### src/rtl/time_keeper.sv
// time_keeper: 24 h BCD real-time clock with a prescaled 1 Hz tick,
// single-cycle hour/minute edit pulses and a registered seconds strobe.
module time_keeper #(
   parameter int CLK_FREQ = 100_000_000
) (
   input  logic        clk,
   input  logic        reset,
   input  logic [1:0]  edit_btns,
   input  logic        run,
   output logic [19:0] current_time,
   output logic        sec_tick
);
   localparam int CW = CLK_FREQ > 1 ? $clog2(CLK_FREQ) : 1;
   localparam logic [CW-1:0] LAST = CW'(CLK_FREQ - 1);
   logic [CW-1:0] cnt, cnt_n;
   logic [1:0] ht, ht_i, ht_n;
   logic [3:0] hu, hu_i, hu_n;
   logic [2:0] mt, mt_i, mt_n;
   logic [3:0] mu, mu_i, mu_n;
   logic [2:0] st, st_i, st_n;
   logic [3:0] su, su_i, su_n;
   logic tick, hr_ed, mn_ed, adv, sec_wrap, min_wrap, hr_wrap;
   assign tick     = run && cnt == LAST;
   assign hr_ed    = edit_btns[1];
   assign mn_ed    = edit_btns[0];
   assign adv      = tick && !mn_ed;
   assign sec_wrap = st == 3'd5 && su == 4'd9;
   assign min_wrap = mt == 3'd5 && mu == 4'd9;
   assign hr_wrap  = ht == 2'd2 && hu == 4'd3;
   // Wrapped +1 of each digit pair, independent of why it is advanced
   assign su_i = su == 4'd9 ? 4'd0 : su + 4'd1;
   assign st_i = su == 4'd9 ? (st == 3'd5 ? 3'd0 : st + 3'd1) : st;
   assign mu_i = mu == 4'd9 ? 4'd0 : mu + 4'd1;
   assign mt_i = mu == 4'd9 ? (mt == 3'd5 ? 3'd0 : mt + 3'd1) : mt;
   assign hu_i = hr_wrap ? 4'd0 : hu == 4'd9 ? 4'd0 : hu + 4'd1;
   assign ht_i = hr_wrap ? 2'd0 : hu == 4'd9 ? ht + 2'd1 : ht;
   // A minute edit discards a coincident tick; an hour edit drops its carry
   always_comb begin
      cnt_n = (!run || mn_ed || tick) ? '0 : cnt + CW'(1);
      su_n  = mn_ed ? 4'd0 : adv ? su_i : su;
      st_n  = mn_ed ? 3'd0 : adv ? st_i : st;
      mu_n  = (mn_ed || (adv && sec_wrap)) ? mu_i : mu;
      mt_n  = (mn_ed || (adv && sec_wrap)) ? mt_i : mt;
      hu_n  = (hr_ed || (adv && sec_wrap && min_wrap)) ? hu_i : hu;
      ht_n  = (hr_ed || (adv && sec_wrap && min_wrap)) ? ht_i : ht;
   end
   always_ff @(posedge clk or negedge reset) begin
      if (!reset) begin
         cnt      <= '0;
         {ht, hu, mt, mu, st, su} <= '0;
         sec_tick <= 1'b0;
      end else begin
         cnt      <= cnt_n;
         {ht, hu, mt, mu, st, su} <= {ht_n, hu_n, mt_n, mu_n, st_n, su_n};
         sec_tick <= adv;
      end
   end
   assign current_time = {ht, hu, mt, mu, st, su};
endmodule

### config.mk
export PLATFORM = sky130hd
export DESIGN_NAME = time_keeper
export DESIGN_NICKNAME = d
export VERILOG_FILES = /design/src/rtl/time_keeper.sv
export SDC_FILE = /design/constraint.sdc
export NUM_CORES = 1
export LEC_CHECK = 0
export ABC_AREA = 1
export CAP_MARGIN = 40
export CELL_PAD_IN_SITES_DETAIL_PLACEMENT = 0
export CELL_PAD_IN_SITES_GLOBAL_PLACEMENT = 2
export CORE_ASPECT_RATIO = 0.75
export CORE_MARGIN = 2
export CORE_UTILIZATION = 35
export CTS_BUF_LIST = sky130_fd_sc_hd__clkbuf_2 sky130_fd_sc_hd__clkbuf_4 sky130_fd_sc_hd__clkbuf_8
export DETAILED_ROUTE_END_ITERATION = 12
export HOLD_SLACK_MARGIN = 0.12
export PLACE_DENSITY = 0.9
export SKIP_CTS_REPAIR_TIMING = 1
export SLEW_MARGIN = 20
export SYNTH_ARGS = -nofsm -noshare
export SYNTH_HDL_FRONTEND = slang
export SYNTH_SLANG_ARGS = --single-unit
### constraint.sdc
create_clock -name clk -period 1.8 [get_ports clk]
set_input_delay 0.36 -clock clk [delete_from_list [all_inputs] [get_ports clk]]
set_output_delay 0.36 -clock clk [all_outputs]
set_load 0.01 [all_outputs]
==> qor.yml <==
run_status:
  status: "complete, no violations"
grt:
  grt_first_pass_wirelength_um: 11100
  grt_max_degree: 49
  grt_usage_pct: 16.8
  grt_pass1_vias: 2280
  overflow: 0
  antenna_found_initial: 0
route:
  vias: 2472
  drc_errors: 0
  viasPerCell: 4.67
  drt-initial-drc-count: 129
  wl_per_cell_um: 13.1
  ant_nets: 0
  drt_wl_total_um: 6940
  firstDrtPassIters: 4
hold_path:
  hp-class: "reg2reg"
final_layout:
  register_area_um2: 1200
  antenna_cells: 0
  syn2layout_area_growth_pct: 39.5
  drive_gt1_share_pct: 24.3
  multiInputGateArea_um2: 1440
  final_util_pct: 50.7
  fin_nets: 437
  fillers: 738
  final_cells: 529
  final_cell_mix: "nand2_1, dfrtp_1, inv_1"
  final_area_um2: 3730
  final_common_cell: "nand2_1"
critical_path:
  end_kind: "flop"
  cp.required_ps: 2030
  worstPathMaxFanout: 8
  startpoint_type: "flop"
  critPathArrivalTime_ps: 2000
  worstSetupPathType: "reg2reg"
yosys:
  syn_area_per_cell_um2: 7.67
  synthArstFlopShare_pct: 100
  synth_edf_count: 0
  synth_area_leaders: "dfrtp_1, nand2_1, nor2_1"
  yosysTopAreaCellShare_pct: 44.9
  syn-num-nets: 359
  synth_cell_type_count: 32
  synth_top_flop_cell: "dfrtp_1"
  ys_seq_area_share_pct: 44.9
  syn_area_um2: 2680
  synth_warnings: 0
  synth_top_area_cell: "dfrtp_1"
  syn-instance-count: 349
  synth-seq-cells: 48
clock_tree:
  cts_tree: "done"
  insertion_delay_ps: 310
  clkSinkCount: 48
  htreeDepth: 2
  ctsLongestPathBuffers: 2
  cts-root-buf: "clkbuf_8"
  cts_buffers: 5
  clk_pin_slew_ps: 90
timing:
  hold_viol_final: 0
  setup_tns_ps: 0
  max_freq_mhz: 563
  fin_crit_sh_pct: 98.7
  clock-skew-final_ps: 8.81
  tightest_slew_ps: 447
  relSlewSlack_pct: 70.0
  rsz0062_at_grt: "yes"
  setup_viol: 0
  fin_crit_ps: 1780
  slew_violations: 0
power:
  leakage_uw: 0.00170
  power.density_nw_per_um2: 780
  ir_drop_v: 0.000529
placed_design:
  place_area_um2: 3320
  gp_congestion: 0.816
  placed_cells: 507
  hpwl_um: 4830
  io_buffers: 25
floorplan:
  core_um2: 7360
  initial_core_util_pct: 36.3
  boundaryPins: 26
  die_area_um2: 8370
  num_rows: 27
  die_h_um: 79.7
  die_w_um: 105
flow_run:
  maxCapViolations: 0
critical path, cell delays in order, from the launching register on:
cell and delay [ps]:
dfrtp_1 400, ha_2 200, nand2_2 90, inv_2 50, nand2_4 70, nor2_4 40
nand2_2 80, nor2_4 40, inv_2 80, buf_6 120, nand3_4 160, clkbuf_16 220
a211oi_2 140
layer usage:
layer | up-vias | share of wire [%] | GRT usage [%]
met5 | - | 0 | 0
met4 | 0 | 1.1 | 5.20
met3 | 9 | 4.9 | 3.27
met2 | 48 | 42 | 23.6
met1 | 1137 | 52 | 25.8
li1 | 1278 | - | -
registers in the layout (all words and copies together) (netlist names):
signal / cells
mu: 4
cnt: 27
ht: 2
st: 3
mt: 3
sec_tick: 1
su: 4
hu: 4
cell type report:
class / count / share of cell area (%)
multi-input cells: 248 / 38.5
flip-flops and latches: 48 / 32.2
repair buffers: 74 / 18.2
inverters: 50 / 5.09
well taps: 101 / 3.38
clock buffers: 6 / 2.21
clock inverters: 2 / 0.402
synth_stat cells (5+ instances only):
master,n
ha_1,5
nand3_1,35
xor2_1,15
nor2_1,54
nand2_1,77
dfrtp_1,48
inv_1,44
a21oi_1,6
nor3_1,8
o21ai_0,11
nand4_1,10
inv_2,5
report_power, final:
part,internal [uW],switching [uW]
clock network,312,393
registers,1210,159
logic,435,407
total,1960,959
kinds of logic (layout without fill, tap and decap cells):
logic type / Yosys count / count (layout) / synth area share (%)
AOI/OAI and AO/OA: 26 / 26 / 5.38
muxes: 1 / 1 / 0.374
adders and majority gates: 5 / 5 / 2.34
buffers and inverters: 53 / 132 / 7.67
xor gates and xnor gates: 16 / 16 / 5.52
and+or+nand+nor: 200 / 200 / 33.8
DFF: 48 / 48 / 44.9
final timing paths:
| path | start | cells past startpoint | endpoint | slack [ps] |
|---|---|---|---|---|
| max in group asynchronous | reset | 3 | mu[0]$_DFFE_PN0P_ | 980 |
| setup / recovery | cnt[1]$_DFF_PN0_ | 12 | cnt[7]$_DFF_PN0_ | 20 |
| min in group asynchronous | reset | 3 | cnt[7]$_DFF_PN0_ | 550 |
| setup reg to reg | cnt[1]$_DFF_PN0_ | 12 | cnt[7]$_DFF_PN0_ | 20 |
| hold / removal | cnt[4]$_DFF_PN0_ | 1 | cnt[4]$_DFF_PN0_ | 520 |
| hold reg to reg | cnt[4]$_DFF_PN0_ | 1 | cnt[4]$_DFF_PN0_ | 520 |
through the flow:
step                      worst slack (ps)  hold WS, ps  power (uW)
after floorplan                        213         64.4        1790
after global placement                -169          371        2190
after detailed placement              -202          373        2200
after CTS                            -53.8         27.6        2910
after global routing                 -88.8          541        3120
final                                 23.1          519        2910
No activity file was read; power rests on OpenSTA's default activity.
